$ cat src/rtl/uart_pkg.sv
// Shared UART definitions: receiver FSM state encodings and the default bit period.
// Latency: n/a (types and constants only).
// Backpressure: n/a.
package uart_pkg;

  // Clock cycles per serial bit; the transmitter and receiver must agree on it.
  localparam int CLKS_PER_BIT_DEF = 100;

  // Width of the per-bit cycle counter.
  localparam int CNT_W = 16;

  // Receiver frame states, encoded upward from zero.
  typedef enum logic [2:0] {
    ST_IDLE      = 3'd0,
    ST_START     = 3'd1,
    ST_DATA      = 3'd2,
    ST_STOP      = 3'd3,
    ST_WAIT_IDLE = 3'd4
  } uart_state_e;

endpackage

$ cat src/rtl/uart_sync2.sv
// Two-flop synchronizer bringing an asynchronous single-bit input into the clk domain.
// Latency: 2 clk cycles from input change to q_o.
// Backpressure: none; samples every cycle.
module uart_sync2 #(
  parameter logic RST_VAL = 1'b1
) (
  input  logic clk_i,
  input  logic rst_ni,
  input  logic d_i,
  output logic q_o
);

  logic meta_q;
  logic sync_q;

  // Two-stage shift, both stages forced to the line's idle level in reset.
  always_ff @(posedge clk_i) begin
    if (!rst_ni) begin
      meta_q <= RST_VAL;
      sync_q <= RST_VAL;
    end else begin
      meta_q <= d_i;
      sync_q <= meta_q;
    end
  end

  assign q_o = sync_q;

endmodule

$ cat src/rtl/uart_rx.sv
// 8N1 UART receiver with mid-bit sampling, framing-error detection and break handling.
// Latency: valid rises 3 + HALF_BIT + 9*CLKS_PER_BIT cycles after the start-bit falling edge.
// Backpressure: none; valid is a one-cycle pulse and data holds until the next good frame.
module uart_rx
  import uart_pkg::*;
#(
  parameter int CLKS_PER_BIT = CLKS_PER_BIT_DEF,
  parameter int HALF_BIT     = CLKS_PER_BIT / 2
) (
  input  logic       clk,
  input  logic       rst_n,
  input  logic       rx,
  output logic [7:0] data,
  output logic       valid,
  output logic       frame_err,
  output logic       busy
);

  localparam logic [CNT_W-1:0] HALF_LAST = CNT_W'(HALF_BIT - 1);
  localparam logic [CNT_W-1:0] BIT_LAST  = CNT_W'(CLKS_PER_BIT - 1);

  logic             rx_sync;
  uart_state_e      state_q, state_d;
  logic [CNT_W-1:0] clk_count_q, clk_count_d;
  logic [2:0]       bit_idx_q, bit_idx_d;
  logic [7:0]       shift_q, shift_d;
  logic [7:0]       data_q, data_d;
  logic             valid_q, valid_d;
  logic             frame_err_q, frame_err_d;

  logic half_hit;
  logic bit_hit;

  uart_sync2 #(
    .RST_VAL (1'b1)
  ) u_sync (
    .clk_i  (clk),
    .rst_ni (rst_n),
    .d_i    (rx),
    .q_o    (rx_sync)
  );

  assign half_hit = (clk_count_q == HALF_LAST);
  assign bit_hit  = (clk_count_q == BIT_LAST);

  // State register.
  always_ff @(posedge clk) begin
    if (!rst_n) begin
      state_q <= ST_IDLE;
    end else begin
      state_q <= state_d;
    end
  end

  // Datapath and output registers; outputs are registered so pulses are glitch-free.
  always_ff @(posedge clk) begin
    if (!rst_n) begin
      clk_count_q <= '0;
      bit_idx_q   <= '0;
      shift_q     <= '0;
      data_q      <= '0;
      valid_q     <= 1'b0;
      frame_err_q <= 1'b0;
    end else begin
      clk_count_q <= clk_count_d;
      bit_idx_q   <= bit_idx_d;
      shift_q     <= shift_d;
      data_q      <= data_d;
      valid_q     <= valid_d;
      frame_err_q <= frame_err_d;
    end
  end

  // Next-state: frame sequencing decided only at the mid-bit sample points.
  always_comb begin
    state_d = state_q;
    unique case (state_q)
      ST_IDLE: begin
        if (!rx_sync) state_d = ST_START;
      end
      ST_START: begin
        // A start bit that is high again at its mid-point was a glitch.
        if (half_hit) state_d = rx_sync ? ST_IDLE : ST_DATA;
      end
      ST_DATA: begin
        if (bit_hit && (bit_idx_q == 3'd7)) state_d = ST_STOP;
      end
      ST_STOP: begin
        // Leaving at the stop mid-point lets a back-to-back start bit be caught.
        if (bit_hit) state_d = rx_sync ? ST_IDLE : ST_WAIT_IDLE;
      end
      ST_WAIT_IDLE: begin
        // Hold here through a break so it reports only one framing error.
        if (rx_sync) state_d = ST_IDLE;
      end
      default: state_d = ST_IDLE;
    endcase
  end

  // Outputs and datapath next values: bit counter, shift register, result pulses.
  always_comb begin
    clk_count_d = clk_count_q;
    bit_idx_d   = bit_idx_q;
    shift_d     = shift_q;
    data_d      = data_q;
    valid_d     = 1'b0;
    frame_err_d = 1'b0;
    unique case (state_q)
      ST_IDLE: begin
        clk_count_d = '0;
        bit_idx_d   = '0;
      end
      ST_START: begin
        if (half_hit) begin
          clk_count_d = '0;
          bit_idx_d   = '0;
        end else begin
          clk_count_d = clk_count_q + 1'b1;
        end
      end
      ST_DATA: begin
        if (bit_hit) begin
          shift_d[bit_idx_q] = rx_sync;
          clk_count_d        = '0;
          if (bit_idx_q != 3'd7) bit_idx_d = bit_idx_q + 3'd1;
        end else begin
          clk_count_d = clk_count_q + 1'b1;
        end
      end
      ST_STOP: begin
        if (bit_hit) begin
          clk_count_d = '0;
          if (rx_sync) begin
            data_d  = shift_q;
            valid_d = 1'b1;
          end else begin
            frame_err_d = 1'b1;
          end
        end else begin
          clk_count_d = clk_count_q + 1'b1;
        end
      end
      ST_WAIT_IDLE: begin
        clk_count_d = '0;
      end
      default: begin
        clk_count_d = '0;
        bit_idx_d   = '0;
      end
    endcase
  end

  assign data      = data_q;
  assign valid     = valid_q;
  assign frame_err = frame_err_q;
  assign busy      = (state_q != ST_IDLE);

endmodule
$ cat config.mk
export PLATFORM = sky130hd
export DESIGN_NAME = uart_rx
export DESIGN_NICKNAME = d
export VERILOG_FILES = /design/src/rtl/uart_pkg.sv /design/src/rtl/uart_sync2.sv /design/src/rtl/uart_rx.sv
export SDC_FILE = /design/constraint.sdc
export NUM_CORES = 1
export LEC_CHECK = 0
export BUFFER_PORTS_ARGS = -buffer_cell sky130_fd_sc_hd__buf_2
export CAP_MARGIN = 25
export CORE_MARGIN = 1.5
export CORE_UTILIZATION = 48
export CTS_BUF_LIST = sky130_fd_sc_hd__clkbuf_4 sky130_fd_sc_hd__clkbuf_8
export CTS_CLUSTER_DIAMETER = 40
export DETAILED_ROUTE_END_ITERATION = 8
export PLACE_DENSITY = 0.77
export SYNTH_ARGS = -nofsm -noshare
export SYNTH_HDL_FRONTEND = slang
export SYNTH_HIERARCHICAL = 1
export SYNTH_SLANG_ARGS = --single-unit
$ cat constraint.sdc
create_clock -name clk -period 2.45 [get_ports clk]
set_input_delay 0.49 -clock clk [delete_from_list [all_inputs] [get_ports clk]]
set_output_delay 0.49 -clock clk [all_outputs]
set_load 0.02 [all_outputs]
==> results of run 1 <==
[layer usage]
layer	vias up	share of wire	routed length, um
met1	645	0.46	1500
met4	0	0.024	78
li1	753	-	-
met3	8	0.043	140
met5	-	0	0
met2	27	0.47	1510
[Yosys cell counts, types with 3 or more instances]
| cell | number |
|---|---|
| nand3_1 | 11 |
| dfxtp_1 | 42 |
| nand2b_1 | 3 |
| and4_1 | 3 |
| nor3_1 | 4 |
| or3_1 | 3 |
| xnor2_1 | 4 |
| clkbuf_1 | 6 |
| nand4_1 | 4 |
| xor2_1 | 10 |
| mux2i_1 | 14 |
| o41ai_1 | 6 |
| o311ai_0 | 5 |
| a21oi_1 | 3 |
| inv_1 | 4 |
| nor2_1 | 23 |
| nand2_1 | 16 |
| nor2b_1 | 9 |
| ha_1 | 4 |
[worst paths after layout]
kind | from | to | depth (start not counted)
worst min register to register | u_sync/meta_q | u_sync/q_o | 1
worst max-delay path | clk_count_q[0] | shift_q[0] | 6
worst max register to register | clk_count_q[0] | shift_q[0] | 6
worst min-delay path | rx | u_sync/meta_q | 2
[report_power, final]
group,switching [mW],total (mW),internal [mW]
combinational,0.0915,0.166,0.0747
sequential,0.0331,0.731,0.698
clock,0.248,0.553,0.305
[through the flow]
step / setup slack, ns / total power, mW / std cells / util
5_1_grt: 0.352 / 1.52 / 266 / 0.572
2_1_floorplan: 0.710 / 0.881 / 203 / -
3_3_place_gp: 0.599 / 0.910 / 258 / 0.542
6_report: 0.470 / 1.45 / 266 / 0.572
4_1_cts: 0.483 / 1.46 / 266 / 0.572
3_5_place_dp: 0.517 / 0.911 / 258 / 0.542
[registers in the layout, indices dropped and copies added (netlist names)]
register / flops
frame_err: 1
valid: 1
shift_q: 8
state_q: 3
clk_count_q: 16
data: 8
bit_idx_q: 3
u_sync/q_o: 1
u_sync/meta_q: 1
[cells by family after synthesis]
kind of cell / synth area share
buffers and inverters: 0.0241
AOI/OAI and AO/OA: 0.0874
adders and majority gates: 0.0261
xor gates and xnor gates: 0.0639
muxes: 0.0730
and+or+nand+nor: 0.287
DFF: 0.438
[placed cells by master, fill, tap and decap left out, types with 2 or more instances in the layout]
cell type / Yosys / final
clkbuf_8: 0 / 5
nor3_1: 4 / 4
xor2_1: 10 / 10
xnor2_1: 4 / 4
ha_1: 4 / 4
or3_1: 3 / 3
and4b_1: 2 / 2
mux2i_1: 14 / 14
o311ai_0: 5 / 5
nor2b_1: 9 / 9
dfxtp_1: 42 / 42
nor2_1: 23 / 23
buf_4: 0 / 2
nand2b_1: 3 / 3
nand3b_1: 2 / 2
and4_1: 3 / 3
buf_2: 1 / 13
nand2_1: 16 / 16
nor3b_1: 2 / 2
nor2_2: 2 / 2
o21ai_0: 2 / 2
nand3_1: 11 / 11
inv_1: 4 / 4
a21oi_1: 3 / 3
nor4_4: 2 / 2
nand4_1: 4 / 4
o41ai_1: 6 / 6
[cell type report]
type / instances / area, sq um
tap: 48 / 60.1
inverter: 4 / 15.0
timing repair buffer: 15 / 80.1
sequential: 42 / 841
multi-input combinational: 149 / 1030
clock buffer: 5 / 68.8
clock inverter: 3 / 43.8
fill: 335 / 1600
==> impl_metrics.ini, run 1 <==
[layout]
stdcell_area_sq_um = 2140
drive_gt1_frac = 0.142
final_nets = 224
diodes = 0
syn_to_final_growth_pct = 11.5

[pwr]
power.density_nw_per_um2 = 677
p_leak_nw = 0.786
ir_drop_uv = 405

[worst_setup_path]
critical_path_required_ns = 2.63
critPathLaunchType = flip-flop
max_stage_delay_ns = 0.41
crit_path_end_kind = flip-flop
critical_path_class = flip-flop to flip-flop
worst-endpoint-arrival_ns = 2.16
critPathBufInv = 0
crit_fanout = 7
r2r_slack_ns = 0.47
worstPathCellList = ha_1, and4b_1, and3_1, nand3b_1, o311ai_0, o41ai_1
slowest_stage = dfxtp_1
crit_family = simple AND/OR/NAND/NOR gates

[grt]
grt_use_met3 = 0.0460
overflow = 0
grt_pass1_vias = 1331
antenna_found_initial = 0
grt_pass1_wl_um = 5620
busiest_layer = met2
track_usage = 0.168
met2_usage = 0.268
grt_util_met1 = 0.203
grt_max_degree = 17

[clock_tree]
clock_latency_ns = 0.31
cts_made_buffers = 5
cts.clk_slew.worst_paths_ns = 0.09
postCtsSetupRepairBufs = 0
cts_sinks = 42
htreeDepth = 2
tritoncts = yes
cts_hold_buf = 0
cts_root_buffer = clkbuf_8
cts_buffer_depth = 2
post_cts_resized = 0

[routing]
drtIter0Drc = 122
first_pass_iters = 4
postRouteWirelength_um = 3230
routedWlPerCell_um = 12.1
routed_via_density = 5.39
vias = 1433
ant_nets = 0
route.detailed.drc = 0

[synthesis]
async_reset_ff_frac = 0
yosysWarnings = 6
avgSynthCellArea_sq_um = 9.45
synth_edf_count = 0
synth_top_cell_by_area = dfxtp_1
synth-main-ff-cell = dfxtp_1
ys_ff_latch = 42
synth.net_count = 210
synth_cell_type_count = 42
netlist_area_sq_um = 1920
seq_area_frac_synth = 0.438
synth_top_area_share = 0.438
synth.area.top_cells = dfxtp_1 (44%), mux2i_1 (7.3%), xor2_1 (4.6%)
synth_cells = 203

[sta]
tns_ns = 0
relSlewSlack = 0.657
tightest_slew_ns = 0.510
fin_crit_ns = 1.98
skew_ns = 0.0123
rsz0062_at_grt = false
setup_viol = 0
finalHoldViolations = 0
holdWs_ns = 0.353
period_share = 0.808
fmax_mhz = 505
maxSlewViolCount = 0

[floorplanning]
die_w_um = 66.2
core_area_sq_um = 3740
initial_core_util = 0.513
die_y_um = 66.2
ios = 14
placementRows = 22
dieArea_sq_um = 4390

[min_path]
hold_class = primary input to flip-flop

[placement]
gp_congestion = 0.789
dpl.hpwl_um = 2240
dpl_cell_area_sq_um = 2030
io_buffer_count = 13

[status]
outcome = complete, no violations

[flow_run]
drv_cap = 0
Power figures use the tool's default switching activity.
==> run 2: changes to the inputs <==
Settings changed: PLACE_DENSITY 0.77 to 0.79.
Clock period 2.45 ns to 1.6 ns, I/O delays scaled along.
==> impl_metrics.ini, run 2 (synthesis gave the netlist of run 1 again) <==
[status]
outcome = finished with violations
violations = setup timing

[routing]
postRouteWirelength_um = 4070
drtIter0Drc = 82
first_pass_iters = 4
routedWlPerCell_um = 13.5
route.detailed.drc = 0
vias = 1603
routed_via_density = 5.33
ant_nets = 0

[worst_setup_path]
critPathLaunchType = flip-flop
critical_path_class = flip-flop to flip-flop
worstPathCellList = ha_4, and4b_1, and3_4, nand3b_1, o311ai_1, o41ai_1
slowest_stage = dfxtp_4
crit_path_end_kind = flip-flop
max_stage_delay_ns = 0.37
crit_fanout = 7
worst-endpoint-arrival_ns = 1.92
critical_path_required_ns = 1.77

[pwr]
pwr-share-comb = 0.208
p_leak_nw = 0.997
power.switching_mw = 0.611
seqPwrFrac = 0.486
power.density_nw_per_um2 = 874
clkPwrFrac = 0.307
ir_drop_uv = 561
netSwitchingFraction = 0.273
intPower_mw = 1.63

[layout]
diodes = 0
largest_reg_flops = 16
syn_to_final_growth_pct = 33.4
final_common_cell = dfxtp_1
utilization = 0.684
layout_common_cells = dfxtp_1 (34), buf_4 (31), nor2_1 (23)
fin_cells = 301
top_register = clk_count_q
drive_gt1_frac = 0.348
final_nets = 259

[sta]
fmax_mhz = 571
fin_crit_ns = 1.75
rsz0062_at_grt = true
maxSlewViolCount = 0
finalHoldViolations = 0
period_share = 1.10
setup_viol = 35
timing.final.ws_setup_ns = -0.152
skew_ns = 0.00620
tightest_slew_ns = 0.366
relSlewSlack = 0.755

[floorplanning]
placementRows = 22
die_y_um = 66.2
ios = 14
core_area_sq_um = 3740
initial_core_util = 0.513
die_w_um = 66.2
dieArea_sq_um = 4390

[grt]
grt_use_met3 = 0.0698
grt_pass1_wl_um = 6590
grt_util_met1 = 0.212
grt_max_degree = 18
busiest_layer = met2
track_usage = 0.200
grt_pass1_vias = 1528
antenna_found_initial = 0
met2_usage = 0.351
overflow = 0

[clock_tree]
cts_hold_buf = 0
cts_made_buffers = 5
htreeDepth = 2
cts.clk_slew.worst_paths_ns = 0.08
cts_root_buffer = clkbuf_8
clock_latency_ns = 0.30
tritoncts = yes
cts_sinks = 42
cts_buffer_depth = 2

[placement]
dpl.hpwl_um = 2750
io_buffer_count = 13
dpl.cell_count = 288
gp_congestion = 0.809
dp_slack_ns = -0.185

[flow_run]
drv_cap = 0

[min_path]
hold_class = primary input to flip-flop
[run 2: final timing paths]
kind                  start       endpoint  slack [ns]  cells past startpoint
max reg2reg  clk_count_q[1]     shift_q[6]       -0.15                      6
max          clk_count_q[1]     shift_q[6]       -0.15                      6
min                      rx  u_sync/meta_q        0.20                      2
min reg2reg   u_sync/meta_q     u_sync/q_o        0.41                      1
[run 2: critical path, delay by kind of cell (launching register included)]
family	cells	cell delay (ns)
simple gates	3	0.65
fa+ha+maj	1	0.12
flops	1	0.37
compound gates	2	0.48
[run 2: what timing repair did]
action | 4_1_cts | 5_1_grt
setup buffers | 4 | 1
pin swaps | 9 | 10
setup endpoints to repair | 39 | 39
gates resized for setup | 12 | 19
[run 2: final cells by class]
| type | instances | area (sq um) |
|---|---|---|
| clock inverter | 2 | 13.8 |
| inverter | 4 | 15.0 |
| sequential | 42 | 856 |
| fill | 291 | 1180 |
| timing repair buffer | 50 | 398 |
| tap | 48 | 60.1 |
| multi-input combinational | 149 | 1140 |
| clock buffer | 6 | 76.3 |
[run 2: per-stage QoR]
stage	total power [mW]	area (sq um)	TNS, ns	hold slack [ns]
finish	2.24	2560	-2.52	0.201
global route	2.34	2560	-5.91	0.189
CTS	2.22	2480	-2.53	0.192
detailed placement	1.49	2310	-1.92	0.399
global placement	1.48	2310	-0.538	0.389
floorplan	1.36	1940	-0.0626	0.386
[run 2: power groups by stage]
stage | combinational (mW) | sequential [mW] | clock, mW
6_report | 0.464 | 1.09 | 0.686
5_1_grt | 0.494 | 1.09 | 0.757
4_1_cts | 0.422 | 1.08 | 0.716
3_5_place_dp | 0.381 | 1.11 | 0
3_3_place_gp | 0.375 | 1.11 | 0
2_1_floorplan | 0.251 | 1.11 | 0
[run 2: routing by layer]
metal  up-vias  wire length, um
met4         0               86
met3         6              149
met2        30             2100
li1        819                -
met1       748             1740
met5         -                0
